$ cat config.mk
export PLATFORM = sky130hd
export DESIGN_NAME = jp_responder
export DESIGN_NICKNAME = d
export VERILOG_FILES = /design/src/rtl/nes_pkg.sv /design/src/rtl/jp_sync_edge.sv /design/src/rtl/jp_responder.sv
export SDC_FILE = /design/constraint.sdc
export NUM_CORES = 1
export LEC_CHECK = 0
export ABC_AREA = 1
export BUFFER_PORTS_ARGS = -buffer_cell sky130_fd_sc_hd__buf_2
export CELL_PAD_IN_SITES_DETAIL_PLACEMENT = 1
export CELL_PAD_IN_SITES_GLOBAL_PLACEMENT = 1
export CORE_AREA = 5 5 60 76
export DETAILED_ROUTE_END_ITERATION = 6
export DIE_AREA = 0 0 65 81
export GPL_ROUTABILITY_DRIVEN = 0
export PLACE_DENSITY = 0.84
export SYNTH_ARGS = -nofsm -noshare
export SYNTH_HDL_FRONTEND = slang
export SYNTH_SLANG_ARGS = --single-unit
$ cat constraint.sdc
create_clock -name clk_in -period 1.5 [get_ports clk_in]
set_input_delay 0.225 -clock clk_in [delete_from_list [all_inputs] [get_ports clk_in]]
set_output_delay 0.225 -clock clk_in [all_outputs]
set_load 0.03 [all_outputs]
$ cat src/rtl/nes_pkg.sv
// Shared NES joypad definitions: button bit positions, serial frame length
// and the responder state encoding.
package nes_pkg;

    // Button bit positions within an 8-bit pad snapshot (1 = pressed)
    localparam int BTN_A      = 0;
    localparam int BTN_B      = 1;
    localparam int BTN_SELECT = 2;
    localparam int BTN_START  = 3;
    localparam int BTN_UP     = 4;
    localparam int BTN_DOWN   = 5;
    localparam int BTN_LEFT   = 6;
    localparam int BTN_RIGHT  = 7;

    // Number of button bits shifted out per read
    localparam int JP_BITS = 8;

    // Responder state, shared by both emulated pads
    typedef enum logic [1:0] {
        ST_IDLE  = 2'd0,
        ST_LOAD  = 2'd1,
        ST_SHIFT = 2'd2,
        ST_DONE  = 2'd3
    } jp_state_e;

endpackage

$ cat src/rtl/jp_sync_edge.sv
// N-stage synchronizer for an asynchronous strobe, followed by one edge
// register that turns the synchronized level into rise/fall pulses.
module jp_sync_edge #(
    parameter int STAGES = 2
) (
    input  logic clk,
    input  logic rst,
    input  logic d,
    output logic rise,
    output logic fall
);

    logic [STAGES-1:0] sync;
    logic              prev;
    logic              level;

    // Synchronizer chain; left free-running through reset so a pin that is
    // already high is seen as a rising edge right after reset releases.
    always_ff @(posedge clk) begin
        sync <= {sync[STAGES-2:0], d};
    end

    // Edge register; clears on reset so a held-high pin re-triggers.
    always_ff @(posedge clk) begin
        if (rst) begin
            prev <= 1'b0;
        end else begin
            prev <= level;
        end
    end

    assign level = sync[STAGES-1];
    assign rise  = level & ~prev;
    assign fall  = ~level & prev;

endmodule

$ cat src/rtl/jp_responder.sv
// Emulates two 4021-style NES pads on the joypad latch/clock wire protocol.
// Handshake-free: the controller owns jp_clk/jp_latch, this block only reacts
// to their synchronized edges and presents one data bit per pad.
module jp_responder
    import nes_pkg::*;
#(
    parameter int SYNC_STAGES = 2,
    parameter bit DATA_INV    = 1'b1
) (
    input  logic       clk_in,
    input  logic       rst_in,
    input  logic       jp_clk_in,
    input  logic       jp_latch_in,
    input  logic [7:0] btn1_in,
    input  logic [7:0] btn2_in,
    output logic       jp_data1_out,
    output logic       jp_data2_out,
    output logic       read_done_out,
    output logic       partial_out
);

    jp_state_e  state;
    jp_state_e  state_next;
    logic [7:0] sh1;
    logic [7:0] sh2;
    logic [3:0] cnt;
    logic       load;
    logic       shift;
    logic       finish;
    logic       set_partial;
    logic       read_done;
    logic       partial;
    logic       clk_rise;
    logic       clk_fall_unused;
    logic       latch_rise;
    logic       latch_fall;

    jp_sync_edge #(.STAGES(SYNC_STAGES)) u_clk_sync (
        .clk  (clk_in),
        .rst  (rst_in),
        .d    (jp_clk_in),
        .rise (clk_rise),
        .fall (clk_fall_unused)
    );

    jp_sync_edge #(.STAGES(SYNC_STAGES)) u_latch_sync (
        .clk  (clk_in),
        .rst  (rst_in),
        .d    (jp_latch_in),
        .rise (latch_rise),
        .fall (latch_fall)
    );

    // State register
    always_ff @(posedge clk_in) begin
        if (rst_in) begin
            state <= ST_IDLE;
        end else begin
            state <= state_next;
        end
    end

    // Next-state and datapath strobes; a latch edge always beats a clock edge
    always_comb begin
        state_next  = state;
        load        = 1'b0;
        shift       = 1'b0;
        finish      = 1'b0;
        set_partial = 1'b0;
        unique case (state)
            ST_IDLE: begin
                if (latch_rise) begin
                    state_next = ST_LOAD;
                    load       = 1'b1;
                end
            end
            ST_LOAD: begin
                // Parallel load every cycle, including the falling-edge cycle
                // whose buttons become the held snapshot.
                load = 1'b1;
                if (latch_fall) begin
                    state_next = ST_SHIFT;
                end
            end
            ST_SHIFT: begin
                if (latch_rise) begin
                    state_next  = ST_LOAD;
                    load        = 1'b1;
                    set_partial = (cnt != 4'd0);
                end else if (clk_rise) begin
                    shift = 1'b1;
                    if (cnt == 4'(JP_BITS - 1)) begin
                        finish     = 1'b1;
                        state_next = ST_DONE;
                    end
                end
            end
            ST_DONE: begin
                if (latch_rise) begin
                    state_next = ST_LOAD;
                    load       = 1'b1;
                end
            end
            default: state_next = ST_IDLE;
        endcase
    end

    // Per-pad shift registers and shared bit counter; 1s fill from the top
    always_ff @(posedge clk_in) begin
        if (rst_in) begin
            sh1 <= 8'h00;
            sh2 <= 8'h00;
            cnt <= 4'd0;
        end else if (load) begin
            sh1 <= btn1_in;
            sh2 <= btn2_in;
            cnt <= 4'd0;
        end else if (shift) begin
            sh1 <= {1'b1, sh1[7:1]};
            sh2 <= {1'b1, sh2[7:1]};
            cnt <= cnt + 4'd1;
        end
    end

    // Completion pulse and sticky short-read flag
    always_ff @(posedge clk_in) begin
        if (rst_in) begin
            read_done <= 1'b0;
            partial   <= 1'b0;
        end else begin
            read_done <= finish;
            partial   <= partial | set_partial;
        end
    end

    // After the last button bit a real pad reports "pressed"
    assign jp_data1_out  = ((cnt == 4'(JP_BITS)) ? 1'b1 : sh1[BTN_A]) ^ DATA_INV;
    assign jp_data2_out  = ((cnt == 4'(JP_BITS)) ? 1'b1 : sh2[BTN_A]) ^ DATA_INV;
    assign read_done_out = read_done;
    assign partial_out   = partial;

endmodule

==> key figures <==
Setup path
  – Critical Path RT: ~1.7 ns
  – Slowest CP cell: dfxtp_1
  – Reg-to-reg slack, setup: 0.02 ns
  – Cells along the critical path: inv_1, ha_1, inv_2, nand2_4, nor2_1, o21ai_0, a21oi_1
  – Worst Setup End Kind: register
  – Reg2reg start: state[1]$_SDFFE_PP0P_
  – Peak fanout along the critical path: 8
  – CP Launch Point: state[1]$_SDFFE_PP0P_
  – Crit path launch type: register
  – Crit path largest cell delay: 0.33 ns
  – Worst Path Arrival: between 1.5 and 2 ns
  – WS Path Type: register to register

Final layout
  – Non-filler instance count after layout: 268
  – Nets: between 200 and 300
  – Final core utilization: 0.477
  – Fraction of layout cells with a size suffix above 1: 0.303
  – Most common cell after layout, fill and taps aside: nand2_1
  – # fillers: 481
  – Final Instance Area: 0.00177 mm²
  – Layout Area Growth over Synthesis: 21.7%
  – Most frequent cells in the layout: nand2_1, nor2_1, dfxtp_1, buf_2, nand3_1
  – # diodes: 0

Clocking
  – CTS Hold Bufs: 0
  – CTS Sinks: 30
  – Clock latency on the worst-skew pair: approximately 0.29 ns
  – CTS max path bufs: 2
  – Htree depth: 2
  – Root Driver: clkbuf_8
  – Clock-pin transition on the worst setup and hold timing paths: 0.07 ns
  – Clock buffers created by TritonCTS: 5
  – CTS tree: yes

Place
  – Dpl cells: 257
  – Port Buffer Count: 23
  – Placed inst area: around 0.0016 mm²
  – Final HPWL DP: 2700 µm

STA
  – Max Clk Rate: around 670 MHz
  – Worst Skew: 0.00759 ns
  – Post-route minimum period: around 1.5 ns
  – Final Hold Fails: 0
  – Final period util: 0.989
  – Relative slew margins: 0.789
  – Fin. max-slew vios: 0
  – Worst slew pin tran: around 0.32 ns
  – Final setup violation count: 0
  – Hold slack: 0.0308 ns

Routing
  – Total number of vias: between 1k and 1.5k
  – Residual DRC: 0
  – Vias/cell: 4.97
  – Drt initial violations: 27
  – Antenna viol nets, final: 0
  – Met2 Wirelength: 2140 µm
  – Wl on met1: 1430 µm
  – Drt pass-1 iters: 4
  – WL met3: 168 µm
  – Top routing layer used: met4
  – DR WL/cell: 14.2 µm
  – Routed WL: between 3000 and 4000 µm

Synth
  – Mux contribution to synthesized area: 0
  – Largest family of logic cells by synthesized area: simple AND/OR/NAND/NOR gates
  – Post-Synth Simple-Gate Area: 0.363
  – Mapped Cells: approximately 200
  – Seq cells post-synth: 30
  – Post-Syn Area: around 0.0015 mm²
  – Register area share after synthesis: 0.412
  – Synth Net Count: 219
  – Compound-gate portion of the synthesized area: 0.0910
  – Post-Synth Adder-Cell Area: 0.0343
  – Post-Synth XOR/XNOR Area: 0.00601
  – Distinct cells, synth: 26
  – Warnings from Yosys: 0
  – Avg Inst Size Synth: 7.48 µm²

Die
  – Chip width: 65 µm
  – Die extent in y: 81 µm
  – IO Pins: 24
  – Initial Util: 0.392
  – Num rows: 25
  – DIE AREA: 0.00527 mm²
  – Core area: 0.00372 mm²

Global route
  – Global-route usage over all layers: 0.162
  – Antenna violations before repair: 0
  – Largest net degree at the start of global routing: 24
  – Vias in the first global route: 1482
  – Grt ovf: 0
  – First-pass GRT wire length: 6450 µm

Power
  – Static Leak: 0.839 nW
  – Pwr dens: 1550 mW/mm²
  – Peak VDD IR: 636 µV
  – Tot Pwr: 2.75 mW

Worst hold path
  – HP Class: input pin to register
  – Hold Crit Start: jp_clk_in

Run
  – Number of max-cap violations: 0

Run status
  – Run status: finished clean
-- flip-flops by register name (all words and copies together), names as in the netlist --
register / cells
cnt: 4
partial_out: 1
read_done_out: 1
sh1: 8
sh2: 8
state: 2
u_clk_sync.prev: 1
u_clk_sync.sync: 2
u_latch_sync.prev: 1
u_latch_sync.sync: 2
-- synth_stat cells --
| library cell | instances | area, µm² |
|---|---|---|
| a21boi_0 | 1 | 7.51 |
| clkinv_1 | 1 | 3.75 |
| nand2_4 | 3 | 33.8 |
| nand2_1 | 53 | 199 |
| o21ai_1 | 2 | 10.0 |
| buf_8 | 2 | 30.0 |
| nand3_1 | 17 | 85.1 |
| o211ai_1 | 1 | 7.51 |
| xnor2_1 | 1 | 8.76 |
| dfxtp_1 | 30 | 601 |
| buf_2 | 1 | 5.00 |
| buf_4 | 2 | 15.0 |
| ha_1 | 4 | 50.1 |
| a21oi_2 | 6 | 52.6 |
| buf_12 | 1 | 20.0 |
| a21oi_1 | 7 | 35.0 |
| inv_2 | 2 | 7.51 |
| nand2_2 | 4 | 25.0 |
| nor2_1 | 33 | 124 |
| o21ai_0 | 4 | 20.0 |
| buf_1 | 1 | 3.75 |
| nand3_2 | 4 | 40.0 |
| nand3_4 | 1 | 17.5 |
| nor3_1 | 1 | 5.00 |
| inv_1 | 12 | 45.0 |
| inv_4 | 1 | 6.26 |
-- per-layer routing --
layer | vias to the layer above | GRT usage
li1 | 676 | -
met1 | 627 | 0.149
met2 | 23 | 0.323
met3 | 7 | 0.0526
met4 | 0 | 0.0634
met5 | - | 0
-- logic make-up after synthesis --
group	after synthesis
adders and majority gates	4
DFF	30
xor gates and xnor gates	1
buffers and inverters	23
AOI/OAI and AO/OA	21
and+or+nand+nor	116
-- worst max-delay path: cells and delay by family (launching register included) --
kind / cells / cell delay (ns)
AO/OA/AOI/OAI: 2 / 0.34
flip-flops: 1 / 0.33
buffers and inverters: 2 / 0.15
AND/OR/NAND/NOR: 2 / 0.37
adder cells (fa/ha/maj): 1 / 0.22
-- power by group --
| group | switching, mW | internal (mW) | total, mW |
|---|---|---|---|
| sequential | 0.0889 | 0.951 | 1.04 |
| combinational | 0.631 | 0.391 | 1.02 |
| clock | 0.314 | 0.370 | 0.684 |
| total | 1.03 | 1.71 | 2.75 |
-- stage by stage --
step / setup TNS [ns] / setup slack (ns)
global route: -0.0509 / -0.0463
CTS: 0 / 0.0165
floorplan: 0 / 0.161
global placement: 0 / 0.0998
detailed placement: 0 / 0.0620
finish: 0 / 0.0158
-- path summary, 6_finish.rpt --
path	cells after the start	to
worst min-delay path	1	u_clk_sync.sync[0]$_DFF_P_
worst max-delay path	7	cnt[0]$_SDFFE_PP0P_
worst min register to register	0	u_latch_sync.sync[1]$_DFF_P_
worst max register to register	7	cnt[0]$_SDFFE_PP0P_
-- layout make-up --
type / count / area (µm²) / share of cell area
Multi-Input combinational cell: 142 / 757 / 0.427
Sequential cell: 30 / 603 / 0.340
Timing Repair Buffer: 32 / 208 / 0.117
Clock buffer: 7 / 86.3 / 0.0487
Inverter: 16 / 65.1 / 0.0367
Tap cell: 40 / 50.0 / 0.0282
Clock inverter: 1 / 5.00 / 0.00282
-- what timing repair did --
action                                  4_1_cts  5_1_grt
pin swaps                                     3        3
gates resized for setup                       9       12
setup buffers                                 2        1
endpoints found under the setup margin        2       14
gates cloned                                  0        0
Note: power is estimated with default switching activity, not from simulation.
